$ cat src/rtl/noc_out_sched_if.sv
// Flit-request / grant bundle between the input-port FIFOs and one output scheduler.
// The master side owns the FIFO heads; the slave side is the scheduler.
interface noc_out_sched_if #(
  parameter int NUM_INPUTS = 5
);
  logic [NUM_INPUTS-1:0] req;
  logic [NUM_INPUTS-1:0] req_tail;
  logic [NUM_INPUTS-1:0] grant;
  logic                  grant_valid;

  modport master (
    output req,
    output req_tail,
    input  grant,
    input  grant_valid
  );

  modport slave (
    input  req,
    input  req_tail,
    output grant,
    output grant_valid
  );
endinterface

$ cat src/rtl/noc_out_sched.sv
// Per-output-port scheduler: packet-atomic round-robin arbitration over the input FIFOs,
// gated by a downstream credit counter and the link-up status.
module noc_out_sched #(
  parameter  int NUM_INPUTS = 5,
  parameter  int CREDIT_MAX = 8,
  localparam int CW         = $clog2(CREDIT_MAX + 1)
) (
  input  logic                clk,
  input  logic                rst,
  input  logic                link_up_i,
  input  logic                credit_in_i,
  noc_out_sched_if.slave      port_if,
  output logic [CW-1:0]       credits_o,
  output logic                locked_o,
  output logic                pkt_abort_o,
  output logic                credit_err_o
);

  localparam int            PW   = (NUM_INPUTS > 1) ? $clog2(NUM_INPUTS) : 1;
  localparam logic [CW-1:0] CMAX = CW'(CREDIT_MAX);

  typedef enum logic [1:0] {
    LINK_DOWN = 2'd0,
    IDLE      = 2'd1,
    LOCKED    = 2'd2
  } state_e;

  state_e                state_q, state_d;
  logic [PW-1:0]         rr_ptr_q, rr_ptr_d;
  logic [PW-1:0]         lock_idx_q, lock_idx_d;
  logic [CW-1:0]         credits_q, credits_d;
  logic                  pkt_abort_q, pkt_abort_d;
  logic                  credit_err_q;
  logic                  cerr_set_s;
  logic [CW:0]           cred_sum_s;
  logic [PW-1:0]         cand_s;
  logic                  hit_s;
  logic                  win_found_s;
  logic [PW-1:0]         win_idx_s;
  logic [NUM_INPUTS-1:0] grant_s;
  logic                  grant_valid_s;

  function automatic logic [PW-1:0] wrap_add(input logic [PW-1:0] base, input int off);
    int sum;
    sum = int'(base) + off;
    sum = (sum >= NUM_INPUTS) ? (sum - NUM_INPUTS) : sum;
    return sum[PW-1:0];
  endfunction

  function automatic logic [NUM_INPUTS-1:0] onehot(input logic [PW-1:0] idx);
    logic [NUM_INPUTS-1:0] v;
    v      = '0;
    v[idx] = 1'b1;
    return v;
  endfunction

  // Round-robin search: first requester at or after rr_ptr, wrapping.
  always_comb begin
    win_found_s = 1'b0;
    win_idx_s   = '0;
    cand_s      = '0;
    hit_s       = 1'b0;
    for (int k = 0; k < NUM_INPUTS; k++) begin
      cand_s      = wrap_add(rr_ptr_q, k);
      hit_s       = port_if.req[cand_s] & ~win_found_s;
      win_idx_s   = hit_s ? cand_s : win_idx_s;
      win_found_s = win_found_s | hit_s;
    end
  end

  // Next-state, pointer update and grant generation.
  always_comb begin
    state_d     = state_q;
    rr_ptr_d    = rr_ptr_q;
    lock_idx_d  = lock_idx_q;
    grant_s     = '0;
    pkt_abort_d = 1'b0;
    case (state_q)
      LINK_DOWN: begin
        if (link_up_i) begin
          state_d = IDLE;
        end else begin
          state_d = LINK_DOWN;
        end
      end
      IDLE: begin
        if (!link_up_i) begin
          state_d = LINK_DOWN;
        end else if (win_found_s && (credits_q != '0)) begin
          grant_s = onehot(win_idx_s);
          if (port_if.req_tail[win_idx_s]) begin
            rr_ptr_d = wrap_add(win_idx_s, 1);
          end else begin
            state_d    = LOCKED;
            lock_idx_d = win_idx_s;
          end
        end else begin
          state_d = IDLE;
        end
      end
      LOCKED: begin
        if (!link_up_i) begin
          state_d     = LINK_DOWN;
          pkt_abort_d = 1'b1;
        end else if (port_if.req[lock_idx_q] && (credits_q != '0)) begin
          grant_s = onehot(lock_idx_q);
          if (port_if.req_tail[lock_idx_q]) begin
            state_d  = IDLE;
            rr_ptr_d = wrap_add(lock_idx_q, 1);
          end else begin
            state_d = LOCKED;
          end
        end else begin
          state_d = LOCKED;
        end
      end
      default: begin
        state_d = LINK_DOWN;
      end
    endcase
  end

  assign grant_valid_s = |grant_s;

  // Credit counter: saturate at CREDIT_MAX and flag the excess return.
  always_comb begin
    credits_d  = credits_q;
    cerr_set_s = 1'b0;
    cred_sum_s = '0;
    case (state_q)
      LINK_DOWN: begin
        credits_d = link_up_i ? CMAX : '0;
      end
      IDLE, LOCKED: begin
        if (!link_up_i) begin
          credits_d = '0;
        end else begin
          cred_sum_s = {1'b0, credits_q} + {{CW{1'b0}}, credit_in_i}
                     - {{CW{1'b0}}, grant_valid_s};
          if (cred_sum_s > {1'b0, CMAX}) begin
            credits_d  = CMAX;
            cerr_set_s = 1'b1;
          end else begin
            credits_d = cred_sum_s[CW-1:0];
          end
        end
      end
      default: begin
        credits_d = '0;
      end
    endcase
  end

  // State and counter registers.
  always_ff @(posedge clk) begin
    if (rst) begin
      state_q      <= LINK_DOWN;
      rr_ptr_q     <= '0;
      lock_idx_q   <= '0;
      credits_q    <= '0;
      pkt_abort_q  <= 1'b0;
      credit_err_q <= 1'b0;
    end else begin
      state_q      <= state_d;
      rr_ptr_q     <= rr_ptr_d;
      lock_idx_q   <= lock_idx_d;
      credits_q    <= credits_d;
      pkt_abort_q  <= pkt_abort_d;
      credit_err_q <= credit_err_q | cerr_set_s;
    end
  end

  assign port_if.grant       = grant_s;
  assign port_if.grant_valid = grant_valid_s;
  assign credits_o           = credits_q;
  assign locked_o            = (state_q == LOCKED);
  assign pkt_abort_o         = pkt_abort_q;
  assign credit_err_o        = credit_err_q;

endmodule

$ cat src/flat_wrapper.sv
// flat-port wrapper written by rule: the top's interface ports become plain ports
module noc_out_sched_flat 
#(
  parameter  int NUM_INPUTS = 5,
  parameter  int CREDIT_MAX = 8,
  localparam int CW         = $clog2(CREDIT_MAX + 1)
)
  (clk, rst, link_up_i, credit_in_i, credits_o, locked_o, pkt_abort_o, credit_err_o, port_if_req, port_if_req_tail, port_if_grant, port_if_grant_valid);
  noc_out_sched_if #(.NUM_INPUTS(NUM_INPUTS)) port_if_i ();
  input  logic clk;
  input  logic rst;
  input  logic link_up_i;
  input  logic credit_in_i;
  output logic [CW-1:0] credits_o;
  output logic locked_o;
  output logic pkt_abort_o;
  output logic credit_err_o;
  input wire logic [$bits(port_if_i.req)-1:0] port_if_req;
  input wire logic [$bits(port_if_i.req_tail)-1:0] port_if_req_tail;
  output wire logic [$bits(port_if_i.grant)-1:0] port_if_grant;
  output wire logic [$bits(port_if_i.grant_valid)-1:0] port_if_grant_valid;
  assign port_if_i.req = port_if_req;
  assign port_if_i.req_tail = port_if_req_tail;
  assign port_if_grant = port_if_i.grant;
  assign port_if_grant_valid = port_if_i.grant_valid;
  noc_out_sched #(.NUM_INPUTS(NUM_INPUTS), .CREDIT_MAX(CREDIT_MAX)) u_core (.clk(clk), .rst(rst), .link_up_i(link_up_i), .credit_in_i(credit_in_i), .port_if(port_if_i), .credits_o(credits_o), .locked_o(locked_o), .pkt_abort_o(pkt_abort_o), .credit_err_o(credit_err_o));
endmodule
$ cat config.mk
export PLATFORM = sky130hd
export DESIGN_NAME = noc_out_sched_flat
export DESIGN_NICKNAME = d
export VERILOG_FILES = /design/src/rtl/noc_out_sched_if.sv /design/src/rtl/noc_out_sched.sv /design/src/flat_wrapper.sv
export SDC_FILE = /design/constraint.sdc
export NUM_CORES = 1
export LEC_CHECK = 0
export CAP_MARGIN = 20
export CORE_MARGIN = 4
export CORE_UTILIZATION = 30
export CTS_BUF_LIST = sky130_fd_sc_hd__clkbuf_4 sky130_fd_sc_hd__clkbuf_8 sky130_fd_sc_hd__clkbuf_16
export CTS_CLUSTER_DIAMETER = 80
export DETAILED_ROUTE_END_ITERATION = 10
export PLACE_DENSITY = 0.55
export SYNTH_ARGS = -nofsm -noshare
export SYNTH_HDL_FRONTEND = slang
export SYNTH_SLANG_ARGS = --single-unit
$ cat constraint.sdc
create_clock -name clk -period 14.8 [get_ports clk]
set_clock_uncertainty 0.05 [all_clocks]
set_input_delay 1.48 -clock clk [delete_from_list [all_inputs] [get_ports clk]]
set_output_delay 1.48 -clock clk [all_outputs]
set_load 0.02 [all_outputs]
[Word level (Yosys, flattened, before mapping)]
Cells that the tools add are included.
Widths: inputs -> output; s select.
Storage, ports and cells
  output and inout bits: 13
  bits in registers: 14
  word-level logic and storage cells: 134
  input port bits: 14
Operators by class
  reduce and logical (&&, ||, !) cells: 12
  bitwise operators: 15
  multiplexer cells: 60
  $add $sub $neg: 15
  order comparisons: 17
  equal/unequal tests: 9
Operator list (number)
  $mux 3: 18
  $lt 3x4->1 const B: 7
  $bmux 1 s3: 8
  $ge 4x3->1 const B: 6
  $sub 3x3->3 const B: 7
  $mux 5: 4
  $mux 1: 15
  $add 3x1->4 const B: 3
  $mux 2: 6
  $mux 4: 3
  $pmux 5 s2: 1
  $add 3x2->4 const B: 2
  $ne 2x1->1 const B: 4
  $pmux 4 s2: 1
  $reduce_and 7->1: 1
  $demux 1 s3: 2
  $ge 3x1->1 const B: 2
  $not 1->1: 6
  $pmux 2 s3: 1
  $pmux 3 s2: 1
  $add 4x1->5: 1
  $gt 5x4->1 const B: 1
  $or 1x1->1: 5
  $reduce_or 5->1: 1
  other kinds (14): 22

[Logic depth before layout (Yosys ltp)]
  depth after elaboration: 30
  gate-level depth with buffers: 28
  mapped depth without buffers: 27

[Worst setup path before layout]
OpenSTA, ideal clock, no wires.
  kind: input port to flip-flop
  start: in port_if_req[0]
  end: reg u_core.credit_err_q, in the netlist u_core.credit_err_o
  path slack: 8980 ps
  library setup time: 130 ps
  stages: 23
  data required time: 14620 ps
  arrival: 5640 ps
  path buffers: 0
  cells stage by stage: mux4_2 -> mux2i_1 -> nor2_1 -> nor2_2 -> o2111ai_1 -> or3_1 -> nand2b_4 -> inv_2 -> nand2_1 -> o32ai_1 -> o41a_1 -> ha_1 -> inv_1 -> ha_1 -> fa_1 -> a21oi_1 -> nor2_1 -> nor2_1 -> xnor2_1 -> o21a_1 -> inv_1 -> a31oi_1 -> nor2_1
On the way
  cells in the longest elaborated chain, start to end: 28
  elaborated cells between the ends (all ways): 48
  classes of those cells: add/sub: 1; order compare: 3; mux: 27; bitwise: 13; reduce/logical: 4
RTL lines
  from (decl): line flat_wrapper.sv:18  | input wire logic [$bits(port_if_i.req)-1:0] port_if_req;
  $bmux 1 s3: line noc_out_sched.sv:65  | hit_s = port_if.req[cand_s] & ~win_found_s;
  $mux 1 (implied by the code): line noc_out_sched.sv:65
  $not 1->1: line noc_out_sched.sv:65
  $and 1x1->1: line noc_out_sched.sv:65
  $or 1x1->1: line noc_out_sched.sv:67  | win_found_s = win_found_s | hit_s;
  $not 1->1: line noc_out_sched.sv:65
  $and 1x1->1: line noc_out_sched.sv:65
  $or 1x1->1: line noc_out_sched.sv:67
  [... 13 more ...]
  $reduce_or 5->1 (*): line noc_out_sched.sv:123  | assign grant_valid_s = |grant_s;
  via port_if_grant_valid: line flat_wrapper.sv:21  | output wire logic [$bits(port_if_i.grant_valid)-1:0] port_if_grant_valid;
  $sub 5x1->5 (*): line noc_out_sched.sv:139  | - {{CW{1'b0}}, grant_valid_s};
  $gt 5x4->1 (*): line noc_out_sched.sv:140  | if (cred_sum_s > {1'b0, CMAX}) begin
  $mux 1 (*): line noc_out_sched.sv:140
  $mux 1 (*): line noc_out_sched.sv:135  | if (!link_up_i) begin
  $mux 1 (*): line noc_out_sched.sv:130  | case (state_q)
  $or 1x1->1 (*): line noc_out_sched.sv:169  | credit_err_q <= credit_err_q | cerr_set_s;
  to (signal assigned): line noc_out_sched.sv:169
  to (decl): line noc_out_sched.sv:33  | logic credit_err_q;
Mark *: on every way through the listed nets, which the timed path passes. The rest lies on a longest branch. The select of a mux whose other input is x is not followed.
A chain may end at the register's enable or synchronous reset.

[Final worst setup path]
  start: in port_if_req[1]
  end: out port_if_grant_valid
On the way
  cells in the longest elaborated chain, start to end: 22
  elaborated cells between the ends (all ways): 42
  classes of those cells: order compare: 2; mux: 24; bitwise: 12; reduce/logical: 4
RTL lines
  $bmux 1 s3: line noc_out_sched.sv:65
  $mux 1 (implied by the code): line noc_out_sched.sv:65
  $not 1->1: line noc_out_sched.sv:65
  $and 1x1->1: line noc_out_sched.sv:65
  $or 1x1->1: line noc_out_sched.sv:67
  $not 1->1: line noc_out_sched.sv:65
  $and 1x1->1: line noc_out_sched.sv:65
  $or 1x1->1: line noc_out_sched.sv:67
  [... 6 more ...]
  $lt 3x4->1 (implied by the code) / $ge 3x1->1 (equally long branches): line noc_out_sched.sv:53  | v[idx] = 1'b1;
  $logic_and 1x1->1 (implied by the code): line noc_out_sched.sv:53
  $mux 1 (implied by the code): line noc_out_sched.sv:53
  $demux 1 s3
  $mux 5: line noc_out_sched.sv:89  | end else if (win_found_s && (credits_q != '0)) begin
  $mux 5: line noc_out_sched.sv:87  | if (!link_up_i) begin
  $pmux 5 s2 (*): line noc_out_sched.sv:78  | case (state_q)
  $reduce_or 5->1 (*): line noc_out_sched.sv:123
  to (decl): line flat_wrapper.sv:21
Mark *: on every way between the ends. The rest lies on a longest branch, timed or not. The select of a mux whose other input is x is not followed.

==> metrics.csv <==
metric;value;unit
drv_slew;0;
die_h;101.5;um
path_max_fanout;9;
cts_buffer_depth;2;
root_buffer;clkbuf_8;
avgRoutedWirePerCell;17.00;um
area_growth;14.70;%
drt-initial-drc-count;114;
start_kind;primary input;
gp_congestion;0.9073;
num_io_pins;27;
cts.sinks;14;
synth-edff-count;0;
ys_async_sr_fraction;0;%
cts_setup_buffers;0;
start_util;31.43;%
cts_resized;0;
first_global_vias;2628;
tightest_slew;698.0;ps
yosys-top-cells-area;dfxtp_1, ha_1, mux4_2;
hold_buffers;0;
mostFrequentLayoutCell;clkdlybuf4s50_1;
first_pass_iters;5;
final_core_util;36.05;%
synth_top_area_share;10.69;%
fp.coreArea;8341;sq um
insertion_delay;240;ps
viasPerCell;5.802;
h-tree-depth;1;
place_area;2952;sq um
total_power;497.2;uW
slowest_delay;570;ps
drive_gt1_share;13.95;%
ir_drop;0.07266;mV
grt_max_degree;33;
period_share;46.01;%
cts_made_buffers;3;
antenna_cells;0;
synth_ff_type;dfxtp_1;
final_nets;383;
finalSetupTns;0;ps
worstHoldPathType;flop to flop;
syn_nets;363;
fin_crit;6810;ps
run_status;completed;
grt_first_pass_wirelength;12770;um
cts_tree;done;
yosysUniqueCellTypes;85;
setup_viol;0;
wl;7633;um
synthCells;325;
mostFrequentLayoutCells;clkdlybuf4s50_1, inv_1, nor2_1, ha_1, nand2_1;
grt_overflow;0;
path_class;primary input to primary output;
yosys_register_bits;14;
die_area;10300;sq um
portBuffers;26;
fp.dieW;101.5;um
hpwl;5883;um
cap_violations;0;
clkTransAtPathRegs;60;ps
p_leak;1.165;nW
rows;33;
synth_area_leader_cell;dfxtp_1;
ys_warn_count;0;
critPathArrivalTime;5280;ps
relSlewSlack;53.05;%
drcViolationCount;0;
hold_viol;0;
grt.total_usage;15.06;%
final_area;3007;sq um
ant_nets;0;
rsz0062_at_grt;no;
crit_slowest_cell;mux4_2;
synth-seq-area-share;10.69;%
regToRegSetupSlack;8430;ps
cp-end-kind;primary output;
crit_path_cell_trace;clkdlybuf4s50_1 -> mux4_2 -> mux2i_1 -> nor2_1 -> nor2_2 -> o2111ai_1 -> or3_1 -> nand2b_4 -> inv_2 -> nand2_1 -> o32ai_1 -> o41a_1 -> clkdlybuf4s50_1;
p_per_area;165.4;nW/um^2
holdWs;440.1;ps
avgSynthCellArea;8.065;sq um
vias;2605;
cp.required;13270;ps
crit_top_cell;clkdlybuf4s50_1;
antenna_found_initial;0;
max_freq;0.1468;GHz
synth_area;2621;sq um
## cell families (layout without fill, tap and decap cells)
group | Yosys count | in the layout | synth area share, %
compound gates | 104 | 104 | 33.89
xor+xnor | 8 | 8 | 2.673
fa+ha+maj | 24 | 24 | 12.03
buf+inv | 42 | 61 | 6.921
flops | 14 | 14 | 10.69
mux | 15 | 15 | 8.496
simple gates | 118 | 118 | 25.30
## Yosys cell counts (6+ instances only)
library cell / n
inv_1: 25
nor2_1: 25
ha_1: 22
nand2_1: 20
a21oi_1: 15
dfxtp_1: 14
nor3_1: 13
and2_1: 9
o21ai_0: 9
o211ai_1: 8
xnor2_1: 7
nand3_1: 6
nor2b_1: 6
## flip-flops by register name, summed over array words and instances, names as in the netlist
register             flops
u_core.rr_ptr_q          3
u_core.pkt_abort_o       1
u_core.credit_err_o      1
u_core.state_q           2
u_core.credits_o         4
u_core.lock_idx_q        3
## worst max-delay path: cells and delay by family
kind | cells | cell delay, ps
compound gates | 3 | 770
simple gates | 5 | 1090
buf+inv | 3 | 1180
mux | 2 | 760
## power by group
group	total, mW	leakage (nW)	switching (mW)	internal (mW)
logic	0.411	1.02	0.246	0.165
clock network	0.0380	0.0288	0.0145	0.0236
registers	0.0479	0.114	0.00716	0.0408
## path summary, 6_finish.rpt
check | from | endpoint | cells after the start
worst max-delay path | port_if_req[1] | port_if_grant_valid | 13
worst min-delay path | u_core.credit_err_o | u_core.credit_err_o | 2
worst max register to register | u_core.rr_ptr_q[1] | u_core.credits_o[0] | 23
worst min register to register | u_core.credit_err_o | u_core.credit_err_o | 2
## per-stage QoR
stage	setup WS, ps	std cells
2_1_floorplan	8980	325
3_3_place_gp	8112	445
3_5_place_dp	8058	445
4_1_cts	8037	449
5_1_grt	7720	449
6_report	7990	449
## area by class of cell
cell class | count | area, sq um
Tap cell | 105 | 131.4
Inverter | 30 | 112.6
Timing Repair Buffer | 27 | 267.8
Clock buffer | 4 | 55.05
Fill cell | 864 | 5334
Sequential cell | 14 | 280.3
Multi-Input combinational cell | 269 | 2160
## metal layers
layer | track usage, % | wire length [um]
met1 | 20.77 | 3583
met2 | 25.00 | 3549
met3 | 1.653 | 350
met4 | 3.885 | 149
met5 | 0 | 0
No activity file was read; power rests on OpenSTA's default activity.
